<file path="src/rtl/obstacle_scheduler.sv">
// obstacle_scheduler: picks when, where and what obstacle spawns into the slot pool
// on each frame tick, enforcing clear time, spacing, pterodactyl speed and duplicate limits.
module obstacle_scheduler #(
   parameter int N_SLOTS         = 3,
   parameter int CLEAR_TICKS     = 180,
   parameter int MAX_DUP         = 2,
   parameter int PTERO_MIN_SPEED = 8704,
   parameter int GAME_WIDTH      = 640
) (
   input  logic                   clk,
   input  logic                   rst,
   input  logic                   update,
   input  logic                   game_start,
   input  logic                   crash,
   input  logic [14:0]            speed,
   input  logic [10:0]            rng_data,
   input  logic [N_SLOTS-1:0]     slot_remove,
   input  logic [N_SLOTS*11-1:0]  slot_x_pos,
   input  logic [N_SLOTS*10-1:0]  slot_width,
   input  logic [N_SLOTS*11-1:0]  slot_gap,
   output logic [N_SLOTS-1:0]     slot_start,
   output logic [N_SLOTS*3-1:0]   slot_typ,
   output logic [1:0]             sched_state,
   output logic [15:0]            spawn_count
);
   localparam int SW = (N_SLOTS > 1) ? $clog2(N_SLOTS) : 1;

   typedef enum logic [1:0] {IDLE = 2'd0, CLEARING = 2'd1, RUNNING = 2'd2, CRASHED = 2'd3} state_t;
   typedef enum logic [2:0] {NONE = 3'd0, CACTUS_SMALL = 3'd1, CACTUS_LARGE = 3'd2, PTERODACTYL = 3'd3} type_t;

   state_t               state, state_n;
   type_t                last_type, last_type_n, cand, chosen;
   logic [15:0]          clear_cnt, clear_cnt_n, cnt_inc, spawn_count_n;
   logic [N_SLOTS-1:0]   busy, busy_n, hold, hold_n, slot_start_n, free, busy_eff, pick;
   logic [N_SLOTS*3-1:0] slot_typ_n;
   logic [3:0]           dup_count, dup_count_n;
   logic [SW-1:0]        last_slot, last_slot_n, sel;
   logic                 has_free, spacing_ok, reject, spawn;
   logic [10:0]          lx, lg;
   logic [9:0]           lw;
   logic [12:0]          reach;
   logic                 unused_rng;

   assign unused_rng  = ^rng_data[10:2];
   assign sched_state = state;

   always_comb begin
      free     = (~busy | slot_remove) & ~hold;
      busy_eff = busy & ~(slot_remove & ~hold);
      has_free = 1'b0;
      sel      = '0;
      lx       = '0;
      lw       = '0;
      lg       = '0;
      for (int i = N_SLOTS - 1; i >= 0; i--) begin
         if (free[i]) begin
            has_free = 1'b1;
            sel      = SW'(i);
         end
      end
      for (int i = 0; i < N_SLOTS; i++) begin
         if (SW'(i) == last_slot) begin
            lx = slot_x_pos[11*i +: 11];
            lw = slot_width[10*i +: 10];
            lg = slot_gap[11*i +: 11];
         end
      end
      pick = '0;
      for (int i = 0; i < N_SLOTS; i++) pick[i] = has_free && (SW'(i) == sel);
      // x_pos is signed (obstacles scroll off the left edge), width and gap are not
      reach      = {{2{lx[10]}}, lx} + {3'b000, lw} + {2'b00, lg};
      spacing_ok = (busy_eff == '0) || ($signed(reach) < $signed(13'(GAME_WIDTH)));
      spawn      = has_free && spacing_ok;
      cand       = (rng_data[1:0] == 2'd1) ? CACTUS_LARGE :
                   (rng_data[1:0] == 2'd2) ? PTERODACTYL : CACTUS_SMALL;
      reject     = (cand == PTERODACTYL && speed < 15'(PTERO_MIN_SPEED)) ||
                   (cand == last_type && dup_count >= 4'(MAX_DUP));
      chosen     = reject ? ((last_type == CACTUS_SMALL) ? CACTUS_LARGE : CACTUS_SMALL) : cand;
      cnt_inc    = clear_cnt + 16'd1;
      state_n       = state;
      clear_cnt_n   = clear_cnt;
      busy_n        = busy;
      hold_n        = hold;
      slot_start_n  = slot_start;
      slot_typ_n    = slot_typ;
      spawn_count_n = spawn_count;
      last_type_n   = last_type;
      dup_count_n   = dup_count;
      last_slot_n   = last_slot;
      if (update) begin
         slot_start_n = '0;
         hold_n       = '0;
         if (crash) state_n = CRASHED;
         else if (state == IDLE) state_n = game_start ? CLEARING : IDLE;
         else if (state == CLEARING) begin
            clear_cnt_n = cnt_inc;
            state_n     = (cnt_inc == 16'(CLEAR_TICKS - 1)) ? RUNNING : CLEARING;
         end else if (state == RUNNING) begin
            busy_n = busy_eff;
            if (spawn) begin
               busy_n        = busy_eff | pick;
               hold_n        = pick;
               slot_start_n  = pick;
               last_type_n   = chosen;
               dup_count_n   = (chosen == last_type) ? dup_count + 4'd1 : 4'd1;
               last_slot_n   = sel;
               spawn_count_n = (spawn_count == 16'hFFFF) ? spawn_count : spawn_count + 16'd1;
               for (int i = 0; i < N_SLOTS; i++) begin
                  if (pick[i]) slot_typ_n[3*i +: 3] = chosen;
               end
            end
         end
      end
   end

   always_ff @(posedge clk or negedge rst) begin
      if (!rst) begin
         state       <= IDLE;
         clear_cnt   <= '0;
         busy        <= '0;
         hold        <= '0;
         slot_start  <= '0;
         slot_typ    <= '0;
         spawn_count <= '0;
         last_type   <= NONE;
         dup_count   <= '0;
         last_slot   <= '0;
      end else begin
         state       <= state_n;
         clear_cnt   <= clear_cnt_n;
         busy        <= busy_n;
         hold        <= hold_n;
         slot_start  <= slot_start_n;
         slot_typ    <= slot_typ_n;
         spawn_count <= spawn_count_n;
         last_type   <= last_type_n;
         dup_count   <= dup_count_n;
         last_slot   <= last_slot_n;
      end
   end
endmodule

</file>
<file path="config.mk">
export PLATFORM = sky130hd
export DESIGN_NAME = obstacle_scheduler
export DESIGN_NICKNAME = d
export VERILOG_FILES = /design/src/rtl/obstacle_scheduler.sv
export SDC_FILE = /design/constraint.sdc
export NUM_CORES = 1
export LEC_CHECK = 0
export BUFFER_PORTS_ARGS = -buffer_cell sky130_fd_sc_hd__clkbuf_2
export CAP_MARGIN = 0
export CORE_ASPECT_RATIO = 0.7
export CORE_MARGIN = 5
export CORE_UTILIZATION = 50
export DETAILED_ROUTE_END_ITERATION = 10
export PLACE_DENSITY_LB_ADDON = 0.08
export SLEW_MARGIN = 20
export SYNTH_ARGS = -nofsm -noshare
export SYNTH_HDL_FRONTEND = slang
export SYNTH_SLANG_ARGS = --single-unit
</file>
<file path="constraint.sdc">
create_clock -name clk -period 6.05 [get_ports clk]
set_input_delay 0.605 -clock clk [delete_from_list [all_inputs] [get_ports clk]]
set_output_delay 0.605 -clock clk [all_outputs]
set_load 0.01 [all_outputs]
</file>
==> Word level (Yosys, flattened, before mapping) <==
Cells that the tools add are included.
{ "word_totals": {"reg_bits": 58, "in_bits": 130, "out_inout_bits": 30, "word_cells": 97} }
{ "op_classes": {"addsub": 5, "magnitude_cmp": 3, "eq_ne": 14, "n_mux": 31, "bitwise": 12, "reduce_logical": 21} }
{ "ops": {"columns": ["op", "n"], "rows": [
  ["two-way mux 11 bit", 6],
  ["adder 16 x 1 -> 16 bit, second input constant", 2],
  ["two-way mux 10 bit", 3],
  ["AND reduction 7 bit", 4],
  ["two-way mux 2 bit", 11],
  ["two-way mux 3 bit", 6],
  ["== test 16 bit, second input constant", 1],
  ["== test 16 x 8 -> 1 bit, second input constant", 1],
  ["less-than comparator 15 x 14 -> 1 bit, second input constant", 1],
  ["adder 12 x 12 -> 13 bit", 1],
  ["less-than comparator 13 x 11 -> 1 bit, second input constant", 1],
  ["adder 11 x 11 -> 12 bit", 1],
  ["AND 3 bit", 3],
  ["NOT 3 bit", 3],
  ["== test 2 bit, second input constant", 3],
  ["== test 2 x 3 -> 1 bit", 2],
  ["logical AND 1 bit", 6],
  ["zero test 2 bit", 3],
  ["bitwise OR 3 bit", 2],
  ["AND reduction 6 bit", 1],
  ["AND reduction 5 bit", 1],
  ["adder 4 x 1 -> 4 bit, second input constant", 1],
  ["== test 1 x 2 -> 1 bit, first input constant", 2],
  ["== test 2 x 1 -> 1 bit, second input constant", 2],
  ["11 further kinds", 19]
]} }

==> Logic depth before layout (Yosys ltp) <==
{ "logic_depth": {"word_depth": 14, "mapped_depth": 18, "mapped_depth_nobuf": 14} }

==> Worst setup path before layout <==
Ideal clock, no wire load.
{ "synth_timing": {"path_kind": "register to register", "start": "reg last_slot[0]", "end": "reg last_type[1]", "t_arrival_ps": 4188, "t_required_ps": 5925, "path_slack_ps": 1737, "stages_incl_launch_ff": 17, "path_buffers": 3, "cell_sequence": "dfrtp_1 -> buf_2 -> buf_1 -> mux2i_1 -> nor2_1 -> a21oi_1 -> fa_1 -> inv_1 -> ha_1 -> and3_1 -> a221oi_1 -> o211ai_1 -> and3_1 -> or3_4 -> a21oi_4 -> buf_2 -> mux2_2"} }
{ "synth_via": {"elab_chain_len": 10} }
{ "synth_rtl": {"columns": ["item", "line_no", "source"], "rows": [
  ["from (decl)", "37", "logic [SW-1:0] last_slot, last_slot_n, sel;"],
  ["from (signal assigned)", "138", "last_slot <= last_slot_n;"],
  ["zero test 2 bit", "62", "if (SW'(i) == last_slot) begin"],
  ["two-way mux 11 bit or two-way mux 10 bit (tied branches) (3 in a row)", "62", null],
  ["adder 11 x 11 -> 12 bit", "71", "reach = {{2{lx[10]}}, lx} + {3'b000, lw} + {2'b00, lg};"],
  ["adder 12 x 12 -> 13 bit *", "71", null],
  ["less-than comparator 13 x 11 -> 1 bit *", "72", "spacing_ok = (busy_eff == '0) || ($signed(reach) < $signed(13'(GAME_WIDTH)));"],
  ["logical OR 1 bit *", "72", null],
  ["logical AND 1 bit *", "73", "spawn = has_free && spacing_ok;"],
  ["AND reduction 6 bit (no line) *", null, null],
  ["to (signal assigned)", "136", "last_type <= last_type_n;"],
  ["to (decl)", "32", "type_t last_type, last_type_n, cand, chosen;"]
]} }
Every way passes the cells marked *; elsewhere a longest branch is shown, timed or not.
A chain may end at the register's enable or synchronous reset.

==> Final worst setup path <==
{ "layout_timing": {"start": "reg last_slot[0]", "end": "reg spawn_count[1]"} }
{ "layout_via": {"elab_chain_len": 10} }
{ "layout_rtl": {"columns": ["item", "line_no", "source"], "rows": [
  ["zero test 2 bit", "62", null],
  ["two-way mux 11 bit or two-way mux 10 bit (tied branches) (3 in a row)", "62", null],
  ["adder 11 x 11 -> 12 bit", "71", null],
  ["adder 12 x 12 -> 13 bit *", "71", null],
  ["less-than comparator 13 x 11 -> 1 bit *", "72", null],
  ["logical OR 1 bit *", "72", null],
  ["logical AND 1 bit *", "73", null],
  ["AND reduction 7 bit (no line) *", null, null],
  ["to (signal assigned)", "135", "spawn_count <= spawn_count_n;"],
  ["to (decl)", "24", "output logic [15:0] spawn_count"]
]} }
Marked as above.

==> flow_summary.json <==
{
  "status": "completed",
  "grt_pass1_vias": 3641,
  "cts_resized": 0,
  "final_cell_mix": "138 x clkbuf_2, 53 x dfrtp_1, 49 x nor2_1",
  "rows": 27,
  "cts_max_path_buffers": 2,
  "ys_seq_area_frac": 0.328,
  "cp.required_ps": 6220,
  "grt_first_pass_wirelength_um": 17100,
  "htree_levels": 2,
  "layout.nets": 745,
  "ir_drop_mv": 0.173,
  "fmax_ghz": 0.197,
  "cts_tree": "built",
  "finalWirelength_um": 10200,
  "postCtsSetupBuffers": 0,
  "crit_fanout": 27,
  "gp_congestion": 0.816,
  "drt-initial-drc-count": 241,
  "io_buffers": 138,
  "syn_area_um2": 4120,
  "power-per-cell-area_nw_per_um2": 361,
  "die_height_um": 86.0,
  "track_usage": 0.197,
  "ys_seq_elements": 54,
  "use_met2": 0.316,
  "finClkSkew_ps": 6.39,
  "use_met1": 0.274,
  "areaGrowthSynthToFinish_pct": 23.1,
  "yosys.area.top_type": "dfrtp_1",
  "finalPower_mw": 1.83,
  "grt_antenna_before_repair": 0,
  "power_frac_comb": 0.565,
  "drtAntennaViolNets": 0,
  "leakage_nw": 2.61,
  "wire_per_inst_um": 14.9,
  "finalMaxSlewViolations": 0,
  "dieArea_um2": 10200,
  "synth-edff-count": 0,
  "p_clk_frac": 0.178,
  "io_pins": 160,
  "via_count": 3688,
  "die_x_um": 119,
  "p_int_mw": 1.07,
  "dr.pass1.iters": 4,
  "ctsHoldBuffers": 0,
  "cp_slowest_cell": "a21oi_4",
  "synth_top_flop_cell": "dfrtp_1",
  "via_per_inst": 5.36,
  "layout_worst_path_cycle_share": 0.838,
  "cp_slowest_stage_delay_ps": 600,
  "grt-busiest-layer": "met2",
  "tns_ps": 0,
  "rsz0062_at_grt": "no",
  "start_util": 0.519,
  "ff2ff_setup_slack_ps": 980,
  "drive_gt1_frac": 0.283,
  "netSwitchingPower_uw": 766,
  "critical_path_class": "flip-flop to flip-flop",
  "cts_buffers": 5,
  "syn-instance-count": 455,
  "cts.sinks": 54,
  "worstPathCellList": "nor2b_2 > buf_4 > a21oi_1 > fa_1 > inv_1 > ha_1 > and3_1 > a221oi_1 > o21ai_0 > a2111oi_0 > a211oi_1 > a21oi_4 > nor2b_1 > mux2_2",
  "p_sw_frac": 0.418,
  "seqPwrFrac": 0.257,
  "hold_viol_final": 0,
  "whs_ps": 432,
  "synth.area.top_cells": "dfrtp_1 33%, mux2i_1 8.0%, ha_1 5.8%, nor2_1 4.5%, fa_1 4.4%",
  "grt_start_max_net_pins": 55,
  "dp_hpwl_um": 8160,
  "cp-start-kind": "flip-flop",
  "clk_pin_slew_worst_paths_ps": 70,
  "endpoint_kind": "flip-flop",
  "relSlewSlack": 0.510,
  "core_area_um2": 7940,
  "synth_area_per_cell_um2": 9.06,
  "grt_use_met3": 0.0481,
  "worstMarginPinSlew_ps": 733,
  "utilization": 0.639,
  "ys_types": 58,
  "synth-async-reset-ratio": 1.00,
  "overflow": 0,
  "clock_latency_ps": 290,
  "finalCriticalPeriod_ps": 5070,
  "hp-class": "input pin to async pin",
  "yosysWarnings": 0,
  "drcViolationCount": 0,
  "synth_top_area_share": 0.328,
  "cts.root.buffer_cell": "clkbuf_16",
  "antenna_cells": 0,
  "crit_arrival_ps": 5250,
  "finalSetupViolCount": 0,
  "final_common_cell": "clkbuf_2",
  "cap_viol_max_count": 0
}
==> metal layers <==
layer / share of wire / vias up / routed length (µm)
met5: 0 / - / 0
met3: 0.061 / 17 / 623
met2: 0.46 / 100 / 4720
met1: 0.46 / 1721 / 4740
met4: 0.013 / 0 / 133
li1: - / 1850 / -
==> final cells by class <==
cell class / count / area (µm²)
flip-flops and latches: 54 / 1350
multi-input cells: 355 / 2590
inverters: 28 / 105
well taps: 101 / 126
clock buffers: 6 / 139
clock inverters: 1 / 30.0
fillers: 652 / 2870
repair buffers: 143 / 728
==> synthesized netlist by cell type (2+ instances only) <==
master and number:
a2111oi_0 2, a21o_1 11, a21oi_1 33, a31oi_1 2, and2_1 5, and3_1 8, and4_1 3, buf_1 4
buf_2 3, buf_4 3, clkbuf_1 10, dfrtp_1 54, fa_1 9, ha_1 19, inv_1 28, mux2_1 6
mux2_2 3, mux2i_1 33, nand2_1 27, nand2b_1 11, nand3_1 16, nand4_1 6, nor2_1 49, nor2b_1 6
nor3_1 6, nor3_2 2, nor3b_1 3, nor4_1 2, nor4b_1 3, o2111ai_1 2, o211ai_1 2, o21ai_0 18
o22a_1 3, o31ai_1 3, or2_2 2, xnor2_1 20, xor2_1 17
==> critical path: cells and delay by family, from the launching register on <==
kind	cells	cell delay (ps)
AOI/OAI and AO/OA	6	2190
buffers and inverters	2	370
DFF	1	410
and+or+nand+nor	3	880
muxes	1	310
adders and majority gates	2	790
==> power groups by stage <==
stage	Clock (mW)	Combinational, mW	Sequential, mW
floorplan	0	0.771	0.476
global placement	0	0.989	0.473
detailed placement	0	1.03	0.477
CTS	0.332	1.04	0.471
global route	0.353	1.18	0.481
finish	0.326	1.04	0.471
==> worst paths after layout <==
kind,cells past startpoint,from,end
min in group clk,1,spawn_count[5],spawn_count[5]
setup reg to reg,14,last_slot[0],spawn_count[1]
setup / recovery,14,last_slot[0],spawn_count[1]
hold reg to reg,1,spawn_count[5],spawn_count[5]
hold / removal,2,rst,spawn_count[12]
max in group asynchronous,2,rst,last_slot[0]
==> registers in the layout, indices dropped and copies added, names as in the netlist <==
| signal | count |
|---|---|
| spawn_count | 16 |
| last_type | 2 |
| busy | 3 |
| dup_count | 4 |
| clear_cnt | 16 |
| sched_state | 2 |
| last_slot | 2 |
| hold | 3 |
| slot_typ | 6 |
==> stage by stage <==
| stage | area, µm² | setup WS, ps | instances |
|---|---|---|---|
| floorplan | 4130 | 1740 | 457 |
| global placement | 4900 | 1180 | 681 |
| detailed placement | 4900 | 1070 | 681 |
| CTS | 5070 | 1050 | 688 |
| global route | 5070 | 661 | 688 |
| finish | 5070 | 978 | 688 |
==> kinds of logic (layout without fill, tap and decap cells) <==
group	Yosys count	count (layout)	synth area share
simple gates	156	156	0.195
xor+xnor	37	37	0.0786
flops	54	54	0.328
fa+ha+maj	28	28	0.101
compound gates	88	88	0.141
buf+inv	48	178	0.0474
other cells	1	3	0.000910
mux	43	43	0.108
(Power assumes the default switching activity.)
